$ cat config.mk
export PLATFORM = sky130hd
export DESIGN_NAME = vga_sync_gen
export DESIGN_NICKNAME = d
export VERILOG_FILES = /design/src/rtl/vga_timing_pkg.sv /design/src/rtl/clk_en_div.sv /design/src/rtl/vga_sync_gen_checker.sv /design/src/rtl/vga_sync_gen.sv
export SDC_FILE = /design/constraint.sdc
export NUM_CORES = 1
export LEC_CHECK = 0
export ABC_AREA = 0
export CAP_MARGIN = 20
export CORE_MARGIN = 10
export CORE_UTILIZATION = 52
export CTS_BUF_LIST = sky130_fd_sc_hd__clkbuf_4
export DETAILED_ROUTE_END_ITERATION = 16
export PLACE_DENSITY_LB_ADDON = 0.2
export SYNTH_ARGS = -nofsm -noshare
export SYNTH_HDL_FRONTEND = slang
export SYNTH_SLANG_ARGS = --single-unit
$ cat constraint.sdc
create_clock -name clk -period 2.2 [get_ports clk]
set_input_delay 0.22 -clock clk [delete_from_list [all_inputs] [get_ports clk]]
set_output_delay 0.22 -clock clk [all_outputs]
set_load 0.02 [all_outputs]
$ cat src/rtl/vga_timing_pkg.sv
// Shared 640x480 @ 60 Hz timing constants and coordinate types.
// The renderer takes its HBP/VBP from here so both blocks agree on the visible window.
package vga_timing_pkg;

  localparam int unsigned COORD_W = 10;

  typedef logic [COORD_W-1:0] coord_t;
  // One spare bit so limits of exactly 1024 still compare correctly
  typedef logic [COORD_W:0]   span_t;

  localparam int unsigned HPIXELS = 800;
  localparam int unsigned VLINES  = 521;
  localparam int unsigned HSW     = 96;
  localparam int unsigned VSW     = 2;
  localparam int unsigned HBP     = 144;
  localparam int unsigned HFP     = 784;
  localparam int unsigned VBP     = 31;
  localparam int unsigned VFP     = 511;

  function automatic span_t widen(input coord_t c);
    return {1'b0, c};
  endfunction

  function automatic logic in_span(input span_t v, input span_t lo, input span_t hi);
    return (v >= lo) && (v < hi);
  endfunction

endpackage

$ cat src/rtl/clk_en_div.sv
// Board-clock divider producing a one-clk enable at the end of every CLK_DIV-clk period.
// The enable is gated by clr_n so it is low during reset even when CLK_DIV=1.
module clk_en_div #(
  parameter int unsigned CLK_DIV = 4
) (
  input  logic clk,
  input  logic clr_n,
  output logic pix_en
);

  localparam int unsigned      DIV_W    = (CLK_DIV > 1) ? $clog2(CLK_DIV) : 1;
  localparam logic [DIV_W-1:0] DIV_LAST = DIV_W'(CLK_DIV - 1);
  localparam logic [DIV_W-1:0] DIV_ZERO = DIV_W'(1'b0);
  localparam logic [DIV_W-1:0] DIV_ONE  = DIV_W'(1'b1);

  logic [DIV_W-1:0] div_r;
  logic             wrap_s;

  // Last phase of the divider marks the pixel boundary
  always_comb begin
    wrap_s = (div_r == DIV_LAST);
  end

  // Divider phase counter, wrapping by equality
  always_ff @(posedge clk or negedge clr_n) begin
    if (!clr_n) begin
      div_r <= DIV_ZERO;
    end else if (wrap_s) begin
      div_r <= DIV_ZERO;
    end else begin
      div_r <= div_r + DIV_ONE;
    end
  end

  assign pix_en = wrap_s & clr_n;

endmodule

$ cat src/rtl/vga_sync_gen_checker.sv
// Invariants of the timing generator outputs; observes the top-level ports only.
module vga_sync_gen_checker #(
  parameter int unsigned HPIXELS = vga_timing_pkg::HPIXELS,
  parameter int unsigned VLINES  = vga_timing_pkg::VLINES,
  parameter int unsigned HSW     = vga_timing_pkg::HSW,
  parameter int unsigned VSW     = vga_timing_pkg::VSW
) (
  input logic       clk,
  input logic       clr_n,
  input logic [9:0] hc,
  input logic [9:0] vc,
  input logic       hsync,
  input logic       vsync,
  input logic       vidon,
  input logic       pix_en,
  input logic       frame_tick
);

  import vga_timing_pkg::*;

  localparam span_t  H_TOTAL_S = span_t'(HPIXELS);
  localparam span_t  V_TOTAL_S = span_t'(VLINES);
  localparam span_t  HSW_S     = span_t'(HSW);
  localparam span_t  VSW_S     = span_t'(VSW);
  localparam coord_t H_LAST    = coord_t'(HPIXELS - 1);
  localparam coord_t V_LAST    = coord_t'(VLINES - 1);

  hc_in_range: assert property (@(posedge clk) disable iff (!clr_n)
    widen(hc) < H_TOTAL_S);

  vc_in_range: assert property (@(posedge clk) disable iff (!clr_n)
    widen(vc) < V_TOTAL_S);

  tick_at_frame_end: assert property (@(posedge clk) disable iff (!clr_n)
    frame_tick |-> (pix_en && (hc == H_LAST) && (vc == V_LAST)));

  hsync_decode: assert property (@(posedge clk) disable iff (!clr_n)
    hsync == (widen(hc) >= HSW_S));

  vsync_decode: assert property (@(posedge clk) disable iff (!clr_n)
    vsync == (widen(vc) >= VSW_S));

  // The visible window sits after both sync pulses
  visible_outside_sync: assert property (@(posedge clk) disable iff (!clr_n)
    vidon |-> (hsync && vsync));

endmodule

$ cat src/rtl/vga_sync_gen.sv
// 640x480 @ 60 Hz timing generator: pixel-rate enable, free-running hc/vc counters and
// sync/visible decode taken combinationally from the counters so the renderer sees one state.
module vga_sync_gen #(
  parameter int unsigned CLK_DIV = 4,
  parameter int unsigned HPIXELS = vga_timing_pkg::HPIXELS,
  parameter int unsigned VLINES  = vga_timing_pkg::VLINES,
  parameter int unsigned HSW     = vga_timing_pkg::HSW,
  parameter int unsigned VSW     = vga_timing_pkg::VSW,
  parameter int unsigned HBP     = vga_timing_pkg::HBP,
  parameter int unsigned HFP     = vga_timing_pkg::HFP,
  parameter int unsigned VBP     = vga_timing_pkg::VBP,
  parameter int unsigned VFP     = vga_timing_pkg::VFP
) (
  input  logic       clk,
  input  logic       clr_n,
  output logic [9:0] hc,
  output logic [9:0] vc,
  output logic       hsync,
  output logic       vsync,
  output logic       vidon,
  output logic       pix_en,
  output logic       frame_tick
);

  import vga_timing_pkg::*;

  localparam coord_t H_LAST = coord_t'(HPIXELS - 1);
  localparam coord_t V_LAST = coord_t'(VLINES - 1);
  localparam coord_t C_ZERO = 10'd0;
  localparam coord_t C_ONE  = 10'd1;
  localparam span_t  HSW_S  = span_t'(HSW);
  localparam span_t  VSW_S  = span_t'(VSW);
  localparam span_t  HBP_S  = span_t'(HBP);
  localparam span_t  HFP_S  = span_t'(HFP);
  localparam span_t  VBP_S  = span_t'(VBP);
  localparam span_t  VFP_S  = span_t'(VFP);

  coord_t hc_r;
  coord_t vc_r;
  logic   pix_en_s;
  logic   line_end_s;
  logic   frame_end_s;
  span_t  hc_w_s;
  span_t  vc_w_s;
  logic   hsync_s;
  logic   vsync_s;
  logic   vidon_s;

  clk_en_div #(
    .CLK_DIV (CLK_DIV)
  ) u_clk_en_div (
    .clk    (clk),
    .clr_n  (clr_n),
    .pix_en (pix_en_s)
  );

  // End-of-line / end-of-frame by equality, so the counters can never overrun
  always_comb begin
    line_end_s  = (hc_r == H_LAST);
    frame_end_s = (vc_r == V_LAST);
  end

  // Horizontal pixel counter, advancing once per pixel period
  always_ff @(posedge clk or negedge clr_n) begin
    if (!clr_n) begin
      hc_r <= C_ZERO;
    end else if (pix_en_s) begin
      if (line_end_s) begin
        hc_r <= C_ZERO;
      end else begin
        hc_r <= hc_r + C_ONE;
      end
    end else begin
      hc_r <= hc_r;
    end
  end

  // Vertical line counter, stepping only on the edge that wraps hc
  always_ff @(posedge clk or negedge clr_n) begin
    if (!clr_n) begin
      vc_r <= C_ZERO;
    end else if (pix_en_s && line_end_s) begin
      if (frame_end_s) begin
        vc_r <= C_ZERO;
      end else begin
        vc_r <= vc_r + C_ONE;
      end
    end else begin
      vc_r <= vc_r;
    end
  end

  // Sync and visible-window decode from the registered counters
  always_comb begin
    hc_w_s  = widen(hc_r);
    vc_w_s  = widen(vc_r);
    hsync_s = (hc_w_s >= HSW_S);
    vsync_s = (vc_w_s >= VSW_S);
    vidon_s = in_span(hc_w_s, HBP_S, HFP_S) && in_span(vc_w_s, VBP_S, VFP_S);
  end

  assign hc         = hc_r;
  assign vc         = vc_r;
  assign hsync      = hsync_s;
  assign vsync      = vsync_s;
  assign vidon      = vidon_s;
  assign pix_en     = pix_en_s;
  assign frame_tick = pix_en_s & line_end_s & frame_end_s;

  vga_sync_gen_checker #(
    .HPIXELS (HPIXELS),
    .VLINES  (VLINES),
    .HSW     (HSW),
    .VSW     (VSW)
  ) u_checker (
    .clk        (clk),
    .clr_n      (clr_n),
    .hc         (hc_r),
    .vc         (vc_r),
    .hsync      (hsync_s),
    .vsync      (vsync_s),
    .vidon      (vidon_s),
    .pix_en     (pix_en_s),
    .frame_tick (frame_tick)
  );

endmodule

==> metrics, run 1 <==
grt ovf=0; vias=1112; clock skew=3.760 ps; Slew Limit Fails=0; ANT nets after route=0; first-pass GRT wire length=4.926 mm; kind of cell adding the most delay to the critical path=simple AND/OR/NAND/NOR gates; cell mode on critical path=or4_4; DRT Wirelength=2.935 mm; worst min path class=in2async; H-Tree Depth=1; multiplexer share of the synthesized area=0.9156%; Avg WL per Cell=14.97 µm; final core occ=72.66%; synthesized instance count=130; top cell type's share of synthesized area=44.76%; share of cells above drive strength 1=17.86%; post-synthesis sequential area ratio=44.76%; main combinational cell family by area after synthesis=simple AND/OR/NAND/NOR gates; Die H=68.64 µm; CTS tree=yes; CTS Buf Count=3; sw power=252.5 µW; GR Util met2=21.31%; CP Cell Sequence=or4_4, or4_4, nor2_4, buf_6; crit-path max FO=2; largest net degree at the start of global routing=17; R2R setup slack=330 ps; later-pin clock latency in the skew report=310 ps; RSZ-0062 raised after global routing=true; Root Buffer=clkbuf_4; Peak VDD IR=0.6273 mV; worst slack, placed=-162.1 ps; mean post-synth cell area=9.461 µm²; met1 GRT Util=16.71%; Worst Slack Setup Final=53.65 ps; Switching Share=30.53%; setup TNS=0 ps; FF+latch area=550.5 µm²; Max clock buf depth=2; Seq pwr share=57.6%; buffer and inverter count on the worst path=1; Power Internal=574.6 µW; Synth area leaders=dfrtp_1, ha_1, xnor2_1; TritonRoute pass-1 iters=4; Synth Register Bits=22; part of the power in the clock network=23.7%; number of global-route vias before repair=1065; Synth Net Count=138; synth-to-layout area growth=31.94%; simple-gate share of the synthesized area=25.53%; HPWL Detailed=2.294 mm; Critical Path Sink Type=output pin; final cycle utilization of the critical path=97.56%; RR Startpoint=vc[6]; Row Count=17; initial DRC count=57; final setup vio count=0; Total GRT Usage=13.67%; f_max=465.9 MHz; slew at the pin closest to its max-slew limit=378.3 ps; commonest non-fill, non-tap cell in the layout=clkdlybuf4s50_1; PD cells=509.7 nW/µm²; GRT met3 Usage=4.026%; Port-buffer cells=26; Critical-path top delay cell=or4_4; Comb power frac=18.7%; Die ar.=4711 µm²; dominant cell type by area after synthesis=dfrtp_1; starting density of the core=55.07%; gpl congestion=0.8230; Pleak=0.0007364 µW; Compound-Gate Fraction of Synth Area=10.17%; most frequent cells in the layout=clkdlybuf4s50_1, dfrtp_1, buf_4; Hold Fails Final Rpt=0; number of cells on the critical path=4; Sink Count=22; Crit path arrival time=1930 ps; Fillers=179; mapped cell area=1230 µm²; Crit Path Class=reg2out; area of the multi-input gates=624.3 µm²; CP required=1980 ps; Ports=27; Crit path largest cell delay=540 ps; Worst-path clk slew=130 ps; FF-to-FF End=vc[9]; status=finished clean; Synth Area in Adders=6.104%; Die Wd=68.64 µm; initial antenna violation count=0; Post-route DRC=0; ANT cells=0; Yosys warnings=0; crit path launch=vc[6]; max-capacitance violation count=0; nets=177; GR peak layer=met2; R2R depth=5; CP Capture Point=frame_tick; synth unique cells=32; core area=2233 µm²; Worst setup SP type=register; DR vias/cell=5.673; Tmin final=2146 ps; Final Instance Area=1623 µm²; Slew headroom=74.58%; Post-Synth XOR/XNOR Area=7.121%; Placed Area=1594 µm²
-- registers in the layout (all words and copies together) (netlist names) --
| signal | count |
|---|---|
| hc | 10 |
| u_clk_en_div.div_r | 2 |
| vc | 10 |
-- worst reg2reg max path, stage by stage (launching register included) --
cell     delay, ps
dfrtp_1        400
or4_4          550
or4_4          450
buf_4          180
o21ai_0         70
a31oi_1        110
-- power by group through the flow --
stage                     registers (µW)  logic, µW  clock network, µW
after floorplan                      513       38.7                  0
after global placement               483        154                  0
after detailed placement             484        157                  0
after CTS                            477        158                198
after global routing                 482        167                214
final                                477        155                196
-- per-stage QoR --
step	instances	hold slack, ps	power (µW)
3_3_place_gp	192	419.2	636.5
6_report	196	251.6	827.2
4_1_cts	196	254.7	832.7
3_5_place_dp	192	441.2	640.9
2_1_floorplan	130	-75.59	551.7
5_1_grt	196	257.9	862.5
-- repair_timing --
action,CTS,global route
buffers inserted,0,0
pin swaps,1,0
gates cloned,0,0
gates resized for setup,11,6
hold buffers,0,0
setup endpoints to repair,3,3
-- layer usage --
| metal | part of all wire, % | vias up |
|---|---|---|
| met1 | 43 | 528 |
| li1 | - | 542 |
| met5 | 0 | - |
| met4 | 1.9 | 0 |
| met3 | 8.7 | 6 |
| met2 | 46 | 36 |
-- synthesized netlist by cell type, drive strengths merged --
library cell,count
or4,2
nor3,6
o211ai,1
nand2,9
buf,2
xnor2,7
nor2,8
and4bb,1
dfrtp,22
ha,6
o21ai,8
xor2,3
a211o,1
inv,10
a21oi,7
mux2,1
a31oi,2
nand3,11
o31a,1
clkbuf,3
nor4,4
a41oi,1
or3,1
and3,4
nand4,8
and4,1
-- kinds of logic after synthesis --
family | Yosys count
DFF | 22
AOI/OAI and AO/OA | 21
buffers and inverters | 15
muxes | 1
adders and majority gates | 6
xor gates and xnor gates | 10
and+or+nand+nor | 55
-- how the worst min path moves through the flow --
| stage | endpoint | slack, ps |
|---|---|---|
| floorplan | hc[0] | -80 |
| global route | u_clk_en_div.div_r[1] | 260 |
| CTS | hc[3] | 250 |
| global placement | u_clk_en_div.div_r[0] | 420 |
| finish | hc[3] | 250 |
| detailed placement | u_clk_en_div.div_r[0] | 440 |
-- final cells by class --
type / instances / area share [%]
Clock buffer: 3 / 1.388
Timing Repair Buffer: 39 / 21.51
Sequential cell: 22 / 33.92
Tap cell: 28 / 2.159
Clock inverter: 1 / 0.2313
Inverter: 10 / 2.313
Multi-Input combinational cell: 93 / 38.47
No activity file was read; power rests on OpenSTA's default activity.
==> run 2, diff against run 1 <==
PLACE_DENSITY_LB_ADDON = 0.25   (was 0.2)
==> run 2 against run 1 <==
Compared with the run above: clock power fell by 6%; power fell by 0.46%; design area rose by 1.2%; first-iteration DRC count fell by 8.8%; sequential share of layout area fell by 0.39 points; clock skew rose by 1.3 ps; via count rose by 1.3%; combinational power barely moved; register-to-register slack barely moved; maximum frequency rose by 0.92%; global-route usage fell by 0.28 points; clock-buffer cell count did not move; critical path type unchanged; largest cell class unchanged; largest power group unchanged; highest routed layer unchanged.
==> metrics, run 2 (synthesis gave the netlist of run 1 again) <==
vias=1127 (+1.3%); final cycle utilization of the critical path=96.68% (-0.88 points); status=finished clean; synth-to-layout area growth=33.47%; R2R depth=6 (+1); Worst Slack Setup Final=73.11 ps (+19.47 ps); TritonRoute pass-1 iters=4 (unchanged); dpl cells=194 (+1.0%); nets=179 (+1.1%); gpl congestion=0.9299 (+13%); Fillers=178 (-0.56%); Row Count=17 (unchanged); Critical Path Sink Type=output pin; most frequent cells in the layout=clkdlybuf4s50_1, dfrtp_1, buf_4; sw power=248.6 µW (-1.6%); clock skew=5.080 ps (+1.320 ps); Pleak=0.0007527 µW (+2.2%); CTS Buf Count=3 (unchanged); H-Tree Depth=1 (unchanged); worst slack, placed=-133.9 ps (+28.26 ps); Die H=68.64 µm (unchanged); part of the power in the clock network=22.4% (-1.3 points); commonest non-fill, non-tap cell in the layout=clkdlybuf4s50_1; Ports=27 (unchanged); slew at the pin closest to its max-slew limit=479.4 ps (+101.0 ps); GRT met3 Usage=4.348% (+0.32 points); Worst setup SP type=register; final core occ=73.50% (+0.84 points); max-capacitance violation count=0 (unchanged); grt ovf=0 (unchanged); share of cells above drive strength 1=17.65% (-0.21 points); Overall Power=823.3 µW (-0.46%); CP Capture Point=frame_tick; FF-to-FF End=vc[3]; Comb power frac=19.1% (+0.4 points); DRT Wirelength=2.977 mm (+1.4%); Post-route DRC=0 (unchanged); f_max=470.2 MHz (+0.92%); Seq pwr share=58.5% (+0.9 points); GR Util met2=21.08% (-0.23 points); DR vias/cell=5.692 (+0.33%); final setup vio count=0 (unchanged); Root Buffer=clkbuf_4; core area=2233 µm² (unchanged); Crit Path Class=reg2out; area of the multi-input gates=624.3 µm² (unchanged); met1 GRT Util=16.48% (-0.24 points); Non-Filler Instances=198 (+1.0%); ANT cells=0 (unchanged); FF+latch area=550.5 µm² (unchanged); later-pin clock latency in the skew report=300 ps (about the same); first-pass GRT wire length=4.926 mm (unchanged); GR peak layer=met2; initial antenna violation count=0 (unchanged); Total GRT Usage=13.39% (-0.28 points); setup TNS=0 ps (unchanged); Sink Count=22 (unchanged); Avg WL per Cell=15.04 µm (+0.41%); Die Wd=68.64 µm (unchanged); initial DRC count=52 (-8.8%); crit path launch=vc[6]; RSZ-0062 raised after global routing=true; ANT nets after route=0 (unchanged); Worst-path clk slew=120 ps (about the same); R2R setup slack=320 ps (about the same); Port-buffer cells=26 (unchanged); HPWL Detailed=2.308 mm (+0.61%); Slew headroom=67.79% (-6.8 points); Die ar.=4711 µm² (unchanged); Slew Limit Fails=0 (unchanged); Power Internal=574.8 µW (about the same); worst min path class=in2async; starting density of the core=55.07% (unchanged); PD cells=501.6 nW/µm² (-1.6%); Max clock buf depth=2 (unchanged); Crit path arrival time=1910 ps (-20 ps); Tmin final=2127 ps (-19.47 ps); Peak VDD IR=0.5563 mV (-11%); RR Startpoint=hc[1]; Hold Fails Final Rpt=0 (unchanged); Switching Share=30.19% (-0.34 points); CP required=1980 ps (about the same); CTS tree=yes; number of global-route vias before repair=1037 (-2.6%); crit-path max FO=2 (unchanged); largest net degree at the start of global routing=15 (-2)
-- run 2: cell count changes in the layout (fill, tap and decap cells not counted), sizes merged --
cell	previous run	this run
dlygate4sd1	0	1
buf	14	16
clkbuf	5	4
-- run 2: critical path: stages (launching register included) --
cell and delay (ps):
dfrtp_1 390, or4_4 540, or4_4 450, nor2_4 100, buf_6 120
-- run 2: metrics by stage --
step | hold WS [ps] | area (µm²)
3_3_place_gp | 420.1 | 1609
6_report | 280.6 | 1642
5_1_grt | 276.4 | 1642
4_1_cts | 276.4 | 1645
3_5_place_dp | 426.8 | 1609
2_1_floorplan | -75.59 | 1230
-- run 2: layout make-up --
cell class,instances,share of cell area [%]
clock inverters,1,0.2287
inverters,10,2.287
repair buffers,41,22.41
clock buffers,3,1.372
well taps,28,2.134
flip-flops and latches,22,33.54
multi-input cells,93,38.03
-- run 2: worst min path at each step --
stage	slack, ps	endpoint	cells past startpoint
4_1_cts	280	hc[3]	2
5_1_grt	280	hc[3]	2
3_3_place_gp	420	u_clk_en_div.div_r[0]	1
3_5_place_dp	430	u_clk_en_div.div_r[0]	1
6_report	280	hc[8]	2
2_1_floorplan	-80	hc[0]	0
-- run 2: routing by layer --
metal  wire, µm  share of wire (%)
met1       1268                 43
met2       1448                 49
met3        232                7.8
met4         28               0.94
met5          0                  0
-- run 2: power by group through the flow --
stage | combinational (µW) | sequential, µW | clock, µW
after floorplan | 38.7 | 513 | 0
after global placement | 153 | 482 | 0
after detailed placement | 159 | 488 | 0
after CTS | 160 | 480 | 194
after global routing | 171 | 487 | 215
final | 157 | 482 | 185
-- run 2: repair_timing --
action,in CTS,in global routing
setup endpoints to repair,3,3
pin swaps,1,0
gates resized for setup,11,4
gates cloned,0,0
hold buffers,0,0
setup buffers,0,0
